$ cat config.mk
export PLATFORM = sky130hd
export DESIGN_NAME = rtc_edit_sequencer_flat
export DESIGN_NICKNAME = d
export VERILOG_FILES = /design/src/rtl/rtc_edit_sequencer_if.sv /design/src/rtl/rtc_edit_sequencer.sv /design/src/flat_wrapper.sv
export SDC_FILE = /design/constraint.sdc
export NUM_CORES = 1
export LEC_CHECK = 0
export BUFFER_PORTS_ARGS = -buffer_cell sky130_fd_sc_hd__buf_4
export CORE_ASPECT_RATIO = 1.1
export CORE_MARGIN = 4
export CORE_UTILIZATION = 50
export CTS_CLUSTER_SIZE = 16
export DETAILED_ROUTE_END_ITERATION = 10
export PLACE_DENSITY = 0.7
export SKIP_CTS_REPAIR_TIMING = 1
export SYNTH_ARGS = -nofsm -noshare
export SYNTH_HDL_FRONTEND = slang
export SYNTH_SLANG_ARGS = --single-unit
$ cat constraint.sdc
create_clock -name CLK -period 2.4 [get_ports CLK]
set_input_delay 0.24 -clock CLK [delete_from_list [all_inputs] [get_ports CLK]]
set_output_delay 0.24 -clock CLK [all_outputs]
set_load 0.1 [all_outputs]
$ cat src/rtl/rtc_edit_sequencer_if.sv
// Bundle of handshake and button signals around rtc_edit_sequencer.
//   master : the sequencer (receives buttons and bus-controller acks,
//            drives requests, reload pulse, field select and edit strobes)
//   slave  : the environment (buttons + RTC bus controller + registers)
// Signals:
//   BTN_EDIT, BTN_NEXT, BTN_UP, BTN_DOWN  debounced button levels
//   RD_DONE, WR_ACK                       RTC bus controller completion
//   RD_REQ, WR_REQ                        held requests to the bus controller
//   ACTUALIZAR                            one-cycle register reload strobe
//   MODIFICANDO[N_FIELDS-1:0]             one-hot field being edited
//   UP_PULSE, DOWN_PULSE                  one-cycle increment/decrement strobes
//   EDITING                               display blink enable
interface rtc_edit_sequencer_if #(
  parameter int unsigned N_FIELDS = 3
);
  logic                BTN_EDIT;
  logic                BTN_NEXT;
  logic                BTN_UP;
  logic                BTN_DOWN;
  logic                RD_DONE;
  logic                WR_ACK;
  logic                RD_REQ;
  logic                WR_REQ;
  logic                ACTUALIZAR;
  logic [N_FIELDS-1:0] MODIFICANDO;
  logic                UP_PULSE;
  logic                DOWN_PULSE;
  logic                EDITING;

  modport master (
    input  BTN_EDIT, BTN_NEXT, BTN_UP, BTN_DOWN, RD_DONE, WR_ACK,
    output RD_REQ, WR_REQ, ACTUALIZAR, MODIFICANDO, UP_PULSE, DOWN_PULSE, EDITING
  );

  modport slave (
    output BTN_EDIT, BTN_NEXT, BTN_UP, BTN_DOWN, RD_DONE, WR_ACK,
    input  RD_REQ, WR_REQ, ACTUALIZAR, MODIFICANDO, UP_PULSE, DOWN_PULSE, EDITING
  );
endinterface

$ cat src/rtl/rtc_edit_sequencer.sv
// Sequencer for the time/date holding registers.
// Run mode: periodically requests an RTC read and pulses ACTUALIZAR so every
// register reloads. Edit mode: owns the one-hot field select, produces
// auto-repeating UP/DOWN strobes, and on exit requests an RTC write followed
// by a resync read. An idle edit session times out into a read, which
// discards the edits by reloading the registers.
// Ports:
//   CLK      system clock, rising edge
//   RESET_n  synchronous reset, active low
//   bus      rtc_edit_sequencer_if master modport (buttons, RTC handshake,
//            ACTUALIZAR, MODIFICANDO, UP/DOWN strobes, EDITING)
module rtc_edit_sequencer #(
  parameter int unsigned N_FIELDS       = 3,
  parameter int unsigned REFRESH_CYCLES = 1000000,
  parameter int unsigned HOLD_CYCLES    = 1048576,
  parameter int unsigned EDIT_TIMEOUT   = 268435456
) (
  input logic                  CLK,
  input logic                  RESET_n,
  rtc_edit_sequencer_if.master bus
);

  localparam int unsigned REF_W  = $clog2(REFRESH_CYCLES);
  localparam int unsigned HOLD_W = $clog2(HOLD_CYCLES);
  localparam int unsigned TMO_W  = $clog2(EDIT_TIMEOUT);
  localparam int unsigned SEL_W  = (N_FIELDS > 1) ? $clog2(N_FIELDS) : 1;

  localparam logic [REF_W-1:0]  REF_LAST  = REF_W'(REFRESH_CYCLES - 1);
  localparam logic [HOLD_W-1:0] HOLD_LAST = HOLD_W'(HOLD_CYCLES - 1);
  localparam logic [TMO_W-1:0]  TMO_LAST  = TMO_W'(EDIT_TIMEOUT - 1);
  localparam logic [SEL_W-1:0]  SEL_LAST  = SEL_W'(N_FIELDS - 1);

  localparam int unsigned B_EDIT = 0;
  localparam int unsigned B_NEXT = 1;
  localparam int unsigned B_UP   = 2;
  localparam int unsigned B_DOWN = 3;

  typedef enum logic [1:0] {
    IDLE,
    READ,
    EDIT,
    COMMIT
  } state_t;

  state_t              state_q, state_d;
  logic [REF_W-1:0]    refresh_q, refresh_d;
  logic [HOLD_W-1:0]   hold_q, hold_d;
  logic [TMO_W-1:0]    timeout_q, timeout_d;
  logic                pending_q, pending_d;
  logic [SEL_W-1:0]    sel_q, sel_d;
  logic [3:0]          btn_q, btn_d;
  logic [3:0]          btn_prev_q, btn_prev_d;

  logic                rd_req_q, rd_req_d;
  logic                wr_req_q, wr_req_d;
  logic                actualizar_q, actualizar_d;
  logic [N_FIELDS-1:0] modificando_q, modificando_d;
  logic                up_pulse_q, up_pulse_d;
  logic                down_pulse_q, down_pulse_d;
  logic                editing_q, editing_d;

  logic [3:0]          btn_rise;
  logic                up_only;
  logic                down_only;
  logic                activity;
  logic                dir_rise;
  logic                rep_fire;

  always_comb begin
    btn_d      = {bus.BTN_DOWN, bus.BTN_UP, bus.BTN_NEXT, bus.BTN_EDIT};
    btn_prev_d = btn_q;
    btn_rise   = btn_q & ~btn_prev_q;
    up_only    = btn_q[B_UP] & ~btn_q[B_DOWN];
    down_only  = btn_q[B_DOWN] & ~btn_q[B_UP];
    activity   = (|btn_rise) | btn_q[B_UP] | btn_q[B_DOWN];
    dir_rise   = up_only ? btn_rise[B_UP] : btn_rise[B_DOWN];

    state_d      = state_q;
    refresh_d    = '0;
    timeout_d    = '0;
    hold_d       = '0;
    pending_d    = pending_q;
    sel_d        = sel_q;
    rep_fire     = 1'b0;
    actualizar_d = 1'b0;

    unique case (state_q)
      IDLE: begin
        // An edit request (fresh, or deferred from a read) beats the refresh.
        if (pending_q || btn_rise[B_EDIT]) begin
          state_d   = EDIT;
          sel_d     = '0;
          pending_d = 1'b0;
        end else if (refresh_q == REF_LAST) begin
          state_d = READ;
        end else begin
          refresh_d = refresh_q + REF_W'(1);
        end
      end

      READ: begin
        pending_d = pending_q | btn_rise[B_EDIT];
        if (bus.RD_DONE) begin
          state_d      = IDLE;
          actualizar_d = 1'b1;
        end
      end

      EDIT: begin
        if (btn_rise[B_EDIT]) begin
          state_d = COMMIT;
        end else begin
          if (activity) begin
            if (btn_rise[B_NEXT]) begin
              sel_d = (sel_q == SEL_LAST) ? '0 : sel_q + SEL_W'(1);
            end
          end else if (timeout_q == TMO_LAST) begin
            state_d = READ;
          end else begin
            timeout_d = timeout_q + TMO_W'(1);
          end

          // Repeat timer runs only while exactly one of UP/DOWN is held;
          // a fresh press fires at once, then every HOLD_CYCLES.
          if (up_only || down_only) begin
            if (dir_rise || (hold_q == HOLD_LAST)) begin
              rep_fire = 1'b1;
            end else begin
              hold_d = hold_q + HOLD_W'(1);
            end
          end
        end
      end

      COMMIT: begin
        if (bus.WR_ACK) begin
          state_d = READ;
        end
      end

      default: begin
        state_d = IDLE;
      end
    endcase

    // Outputs are registered versions of the next state, so they line up
    // with the state they describe.
    rd_req_d  = (state_d == READ);
    wr_req_d  = (state_d == COMMIT);
    editing_d = (state_d == EDIT) || (state_d == COMMIT);

    modificando_d = '0;
    for (int unsigned i = 0; i < N_FIELDS; i++) begin
      modificando_d[i] = (state_d == EDIT) && (sel_d == SEL_W'(i));
    end

    // A strobe is dropped when the field select moves in the same cycle.
    up_pulse_d   = rep_fire & up_only & ~btn_rise[B_NEXT];
    down_pulse_d = rep_fire & down_only & ~btn_rise[B_NEXT];
  end

  always_ff @(posedge CLK) begin
    if (!RESET_n) begin
      state_q       <= IDLE;
      refresh_q     <= '0;
      hold_q        <= '0;
      timeout_q     <= '0;
      pending_q     <= 1'b0;
      sel_q         <= '0;
      // Both button stages load the live level so buttons held through
      // reset do not look like fresh presses afterwards.
      btn_q         <= btn_d;
      btn_prev_q    <= btn_d;
      rd_req_q      <= 1'b0;
      wr_req_q      <= 1'b0;
      actualizar_q  <= 1'b0;
      modificando_q <= '0;
      up_pulse_q    <= 1'b0;
      down_pulse_q  <= 1'b0;
      editing_q     <= 1'b0;
    end else begin
      state_q       <= state_d;
      refresh_q     <= refresh_d;
      hold_q        <= hold_d;
      timeout_q     <= timeout_d;
      pending_q     <= pending_d;
      sel_q         <= sel_d;
      btn_q         <= btn_d;
      btn_prev_q    <= btn_prev_d;
      rd_req_q      <= rd_req_d;
      wr_req_q      <= wr_req_d;
      actualizar_q  <= actualizar_d;
      modificando_q <= modificando_d;
      up_pulse_q    <= up_pulse_d;
      down_pulse_q  <= down_pulse_d;
      editing_q     <= editing_d;
    end
  end

  assign bus.RD_REQ      = rd_req_q;
  assign bus.WR_REQ      = wr_req_q;
  assign bus.ACTUALIZAR  = actualizar_q;
  assign bus.MODIFICANDO = modificando_q;
  assign bus.UP_PULSE    = up_pulse_q;
  assign bus.DOWN_PULSE  = down_pulse_q;
  assign bus.EDITING     = editing_q;

endmodule

$ cat src/flat_wrapper.sv
// flat-port wrapper written by rule: the top's interface ports become plain ports
module rtc_edit_sequencer_flat 
#(
  parameter int unsigned N_FIELDS       = 3,
  parameter int unsigned REFRESH_CYCLES = 1000000,
  parameter int unsigned HOLD_CYCLES    = 1048576,
  parameter int unsigned EDIT_TIMEOUT   = 268435456
)
  (CLK, RESET_n, bus_BTN_EDIT, bus_BTN_NEXT, bus_BTN_UP, bus_BTN_DOWN, bus_RD_DONE, bus_WR_ACK, bus_RD_REQ, bus_WR_REQ, bus_ACTUALIZAR, bus_MODIFICANDO, bus_UP_PULSE, bus_DOWN_PULSE, bus_EDITING);
  rtc_edit_sequencer_if #(.N_FIELDS(N_FIELDS)) bus_i ();
  input logic CLK;
  input logic RESET_n;
  input wire logic [$bits(bus_i.BTN_EDIT)-1:0] bus_BTN_EDIT;
  input wire logic [$bits(bus_i.BTN_NEXT)-1:0] bus_BTN_NEXT;
  input wire logic [$bits(bus_i.BTN_UP)-1:0] bus_BTN_UP;
  input wire logic [$bits(bus_i.BTN_DOWN)-1:0] bus_BTN_DOWN;
  input wire logic [$bits(bus_i.RD_DONE)-1:0] bus_RD_DONE;
  input wire logic [$bits(bus_i.WR_ACK)-1:0] bus_WR_ACK;
  output wire logic [$bits(bus_i.RD_REQ)-1:0] bus_RD_REQ;
  output wire logic [$bits(bus_i.WR_REQ)-1:0] bus_WR_REQ;
  output wire logic [$bits(bus_i.ACTUALIZAR)-1:0] bus_ACTUALIZAR;
  output wire logic [$bits(bus_i.MODIFICANDO)-1:0] bus_MODIFICANDO;
  output wire logic [$bits(bus_i.UP_PULSE)-1:0] bus_UP_PULSE;
  output wire logic [$bits(bus_i.DOWN_PULSE)-1:0] bus_DOWN_PULSE;
  output wire logic [$bits(bus_i.EDITING)-1:0] bus_EDITING;
  assign bus_i.BTN_EDIT = bus_BTN_EDIT;
  assign bus_i.BTN_NEXT = bus_BTN_NEXT;
  assign bus_i.BTN_UP = bus_BTN_UP;
  assign bus_i.BTN_DOWN = bus_BTN_DOWN;
  assign bus_i.RD_DONE = bus_RD_DONE;
  assign bus_i.WR_ACK = bus_WR_ACK;
  assign bus_RD_REQ = bus_i.RD_REQ;
  assign bus_WR_REQ = bus_i.WR_REQ;
  assign bus_ACTUALIZAR = bus_i.ACTUALIZAR;
  assign bus_MODIFICANDO = bus_i.MODIFICANDO;
  assign bus_UP_PULSE = bus_i.UP_PULSE;
  assign bus_DOWN_PULSE = bus_i.DOWN_PULSE;
  assign bus_EDITING = bus_i.EDITING;
  rtc_edit_sequencer #(.N_FIELDS(N_FIELDS), .REFRESH_CYCLES(REFRESH_CYCLES), .HOLD_CYCLES(HOLD_CYCLES), .EDIT_TIMEOUT(EDIT_TIMEOUT)) u_core (.CLK(CLK), .RESET_n(RESET_n), .bus(bus_i));
endmodule
* Yosys cells after proc, flatten, opt, wreduce, memory -nomap -nowiden
Index checks and enable logic that the tools add are counted.
** Word-level totals
- Register bits :: 90
- Input bits :: 8
- Output and inout bits :: 9
- Word-level logic and storage cells :: 89
** Operators by class
- $add $sub $neg :: 4
- Eq/ne operators :: 13
- Multiplexer cells :: 23
- Bitwise operators :: 18
- Reductions and logical operators :: 16
** Operators by type and width (count)
- adder 20 x 1 -> 20 bit (second input constant) :: 2
- equality test 20 bit (second input constant) :: 2
- adder 28 x 1 -> 28 bit (second input constant) :: 1
- equality test 28 bit (second input constant) :: 1
- two-way mux 2 bit :: 12
- equality test 2 bit (second input constant) :: 6
- OR reduction 5 bit :: 2
- case mux 2 bit (4 select lines) :: 1
- OR reduction 4 bit :: 2
- two-way mux 1 bit :: 7
- NOT 1 bit :: 7
- bitwise AND 1 bit :: 6
- equality test 2 x 1 -> 1 bit (second input constant) :: 3
- bitwise AND 4 bit :: 1
- zero test 2 bit :: 2
- logical OR 1 bit :: 4
- two-way mux 4 bit :: 1
- NOT 4 bit :: 1
- case mux 2 bit (2 select lines) :: 1
- AND reduction 2 bit :: 2
- logical AND 1 bit :: 3
- bitwise OR 1 bit :: 3
- adder 2 x 1 -> 2 bit (second input constant) :: 1
- inequality test 2 x 1 -> 1 bit (second input constant) :: 1
- other kinds (2) :: 2

* Depth between registers and ports, before layout
- Depth in word-level cells :: 10
- Mapped depth :: 8
- Gate-level depth less buffers :: 7

* Worst setup path after synthesis
OpenSTA, ideal clock, no wires.
- Path type :: flip-flop to flip-flop
- From :: register u_core.timeout_q[0]
- To :: register u_core.timeout_q[20]
- Setup time :: 0.115 ns
- Arrival :: 1.769 ns
- Data required time :: 2.285 ns
- Setup slack :: 0.516 ns
- Cell stages (with the launch flop) :: 8
- Path buffers :: 1
- Period minus slack after synthesis :: 1.884 ns
- Cells stage by stage :: dfxtp_1 > ha_1 > and4_1 > nand2_1 > nor4_4 > nand3b_4 > buf_6 > nor2_1
** On the way
- Longest elaborated chain between the ends :: 2
- Elaborated cells between the ends (all ways) :: 3
- Those cells by class :: 1 x add/sub; 1 x eq/ne; 1 x reduce/logical
** RTL lines
- start: declaration :: line rtc_edit_sequencer.sv:48 : logic [TMO_W-1:0] timeout_q, timeout_d;
- start signal: assignment :: line rtc_edit_sequencer.sv:185 : timeout_q <= timeout_d;
- parallel branches: the longest is 2 deep, another holds adder 28 x 1 -> 28 bit
Several ways; the timed one is not identified.
A chain may end at the register's enable or synchronous reset.

* Worst setup path in the final report
- From :: register u_core.timeout_q[0]
- To :: register u_core.timeout_q[25]
The elaborated chain is that of the path after synthesis.

==> results.md <==
* Outcome: finished, final reports clean
* Final Setup Violations at 0
* Adder and majority gate portion of the synthesized area at 1.649%
* Syn. warnings at 0
* Cell area power density at 637.0 nW/um^2
* Slew HR at 50.11%
* R2R depth at 6
* Worst reg2reg path startpoint: u_core.timeout_q[0]
* Core ar. at 7432 sq um
* Post-route cell area at 4229 sq um
* Max_cap viols at 0
* DRT iter0 DRCs at 122
* Largest net degree at the start of global routing at 29
* Synthesized area per cell at 9.076 sq um
* Tmin final at 2.148 ns
* Diodes inserted at 0
* Initial antenna violation count at 0
* Total wire length at 6.449 mm
* All-Layer GR Usage at 15.45%
* Worst path required time at 2.63 ns
* Skew-Pair Late Insertion Delay at 0.36 ns
* Die X-Extent at 91.05 um
* First-pass GRT wire length at 11.70 mm
* Boundary Pins at 17
* Post-DRT Antenna Nets at 0
* Worst setup EP type: register
* Arrival @ worst endpoint at 2.38 ns
* Worst Hold Slack at 0.1328 ns
* Die H at 99.36 um
* Clk slew on worst S/H paths at 0.08 ns
* Routed length per instance at 12.05 um
* CTS sink count at 90
* P_leak at 1.445 nW
* Simple-Gate Fraction of Synth Area at 29.49%
* Largest family of logic cells by synthesized area: simple AND/OR/NAND/NOR gates
* Fin. Hold Viols at 0
* Die area at 9046 sq um
* Worst Setup SP: u_core.timeout_q[0]
* Grt ovf at 0
* CP max FO at 14
* Fin crit share at 89.50%
* Root buffer cell: clkbuf_8
* GPL Wtd Cong at 0.7766
* Clock skew at 0.01139 ns
* Fin Setup TNS at 0 ns
* Vias in the first global route at 2770
* Max Transition Viols Final at 0
* Yosys reg bits at 90
* FMAX at 0.4656 GHz
* Post-Syn Nets at 431
* Post-synthesis compound-gate area fraction at 3.100%
* Synthesized area at 3794 sq um
* Share of cells above drive strength 1 at 10.04%
* Total CTS buffers at 9
* Num rows at 33
* Post-synthesis xor/xnor area fraction at 14.31%
* Net count, final at 456
* DP Area at 3981 sq um
* DR vias at 2800
* IO buf count at 16
* Initial core utilization at 51.04%
* Pre-Repair DR Iteration Count at 4
* Tightest Hold Check Type: primary input to register
* Post-synthesis mux area share at 1.187%
* Max clock buf depth at 2
* RSZ-0062 raised after global routing: false
* DP Wirelength at 4.522 mm
* Area growth, synth to finish at 11.48%
* Core Util, Final at 56.90%
* Worst Setup Start Kind: register
* CTS tree: built
* Post-synth EDFFs at 0
* DRC at 0
* Critical path class: register to register
* HP Start: bus_RD_DONE
* Seq/Total Area, Yosys at 47.49%
* Max VDD drop at 0.2585 mV
* Syn Inst Count at 418
* Number of distinct library cells after synthesis at 42
* Via density at 5.234
* H-Tree Depth at 3
* Hold Path Depth at 3
* Share of async-settable or async-resettable flops after synthesis at 0%
* Worst-Margin Slew at 0.7296 ns
* Synth Flop Type: dfxtp_1
## state kept, by name, indices dropped and copies added, names as in the netlist, 2 cells and up
name / cells
u_core.timeout_q: 28
u_core.hold_q: 20
u_core.refresh_q: 20
u_core.btn_prev_d: 4
u_core.btn_prev_q: 4
u_core.bus.MODIFICANDO: 3
u_core.sel_q: 2
u_core.state_q: 2
## metal layers
layer  wire [um]  vias to the layer above  track usage (%)  part of all wire (%)
met5           0                        -                0                     0
met2        3046                       34            26.27                    47
met3         156                       13            2.723                   2.4
met1        3095                     1278            18.75                    48
met4         152                        0            8.005                   2.4
li1            -                     1475                -                     -
## logic make-up (layout without fill, tap and decap cells)
family,count (synthesis),after routing
XOR/XNOR,62,62
AND/OR/NAND/NOR,219,220
multiplexers,4,4
buffers and inverters,21,50
adder cells (fa/ha/maj),5,5
flip-flops,90,90
AO/OA/AOI/OAI,17,17
## synthesized netlist by cell type (2+ instances only)
| cell | instances | area, sq um |
|---|---|---|
| a211oi_1 | 2 | 15.01 |
| a22oi_1 | 2 | 15.01 |
| and2_1 | 7 | 43.79 |
| and3_1 | 8 | 50.05 |
| and4_1 | 9 | 78.83 |
| buf_2 | 3 | 15.01 |
| clkbuf_1 | 4 | 15.01 |
| dfxtp_1 | 90 | 1802 |
| ha_1 | 5 | 62.56 |
| inv_1 | 11 | 41.29 |
| mux2_2 | 4 | 45.04 |
| nand2_1 | 27 | 101.4 |
| nand2b_1 | 4 | 25.02 |
| nand3_1 | 24 | 120.1 |
| nand4_1 | 17 | 106.4 |
| nor2_1 | 83 | 311.6 |
| nor2b_1 | 3 | 18.77 |
| nor3_1 | 17 | 85.08 |
| nor4_1 | 3 | 18.77 |
| nor4b_1 | 5 | 43.79 |
| o21ai_0 | 5 | 25.02 |
| or3_1 | 5 | 31.28 |
| xnor2_1 | 30 | 262.8 |
| xor2_1 | 32 | 280.3 |
## worst paths after layout
path	slack, ns	end
max	0.25	u_core.timeout_q[25]
min	0.13	u_core.bus.ACTUALIZAR
max reg2reg	0.25	u_core.timeout_q[25]
min reg2reg	0.46	u_core.hold_q[0]
## critical path: stages (launching register included)
cell and delay [ns]:
dfxtp_1 0.37, ha_1 0.21, and4_1 0.29, nand2_1 0.23, nor4_4 0.46, nand3b_2 0.38
nor2_1 0.09
## power by group
group          internal (mW)  switching (mW)
clock network          0.449           0.546
logic                 0.0559           0.109
registers               1.52          0.0172
total                   2.02           0.673
## stage by stage
stage	std cells	setup WS (ns)	total power, mW
after floorplan	418	0.5163	1.687
after global placement	514	0.3356	1.724
after detailed placement	514	0.2638	1.728
after CTS	530	0.2472	2.730
after global routing	535	0.005032	2.816
final	535	0.2521	2.694
## cells in the final DEF (no fill, tap or decap), types with 2 or more instances in the layout
master         Yosys  layout
and2_1             7       7
mux2_2             4       4
nor4b_1            5       5
nand2_1           27      27
buf_4              1      19
a211oi_1           2       2
xnor2_1           30      30
dfxtp_1           90      90
xor2_1            32      32
nor4_1             3       3
nand4_1           17      17
or3_1              5       5
and3_1             8       8
and4_1             9       9
nor2b_1            3       3
inv_6              0       2
dlygate4sd3_1      0       4
nand3_1           24      24
nand2b_1           4       4
ha_1               5       5
nor3_1            17      17
a22oi_1            2       2
nor2_1            83      83
clkbuf_8           0      11
o21ai_0            5       5
inv_1             11      11
## layout make-up
| type | count | area [sq um] |
|---|---|---|
| Tap cell | 87 | 108.9 |
| Inverter | 11 | 41.29 |
| Timing Repair Buffer | 23 | 182.7 |
| Clock buffer | 11 | 151.4 |
| Fill cell | 680 | 3203 |
| Multi-Input combinational cell | 308 | 1898 |
| Clock inverter | 5 | 45.04 |
| Sequential cell | 90 | 1802 |
(Power assumes the default switching activity.)
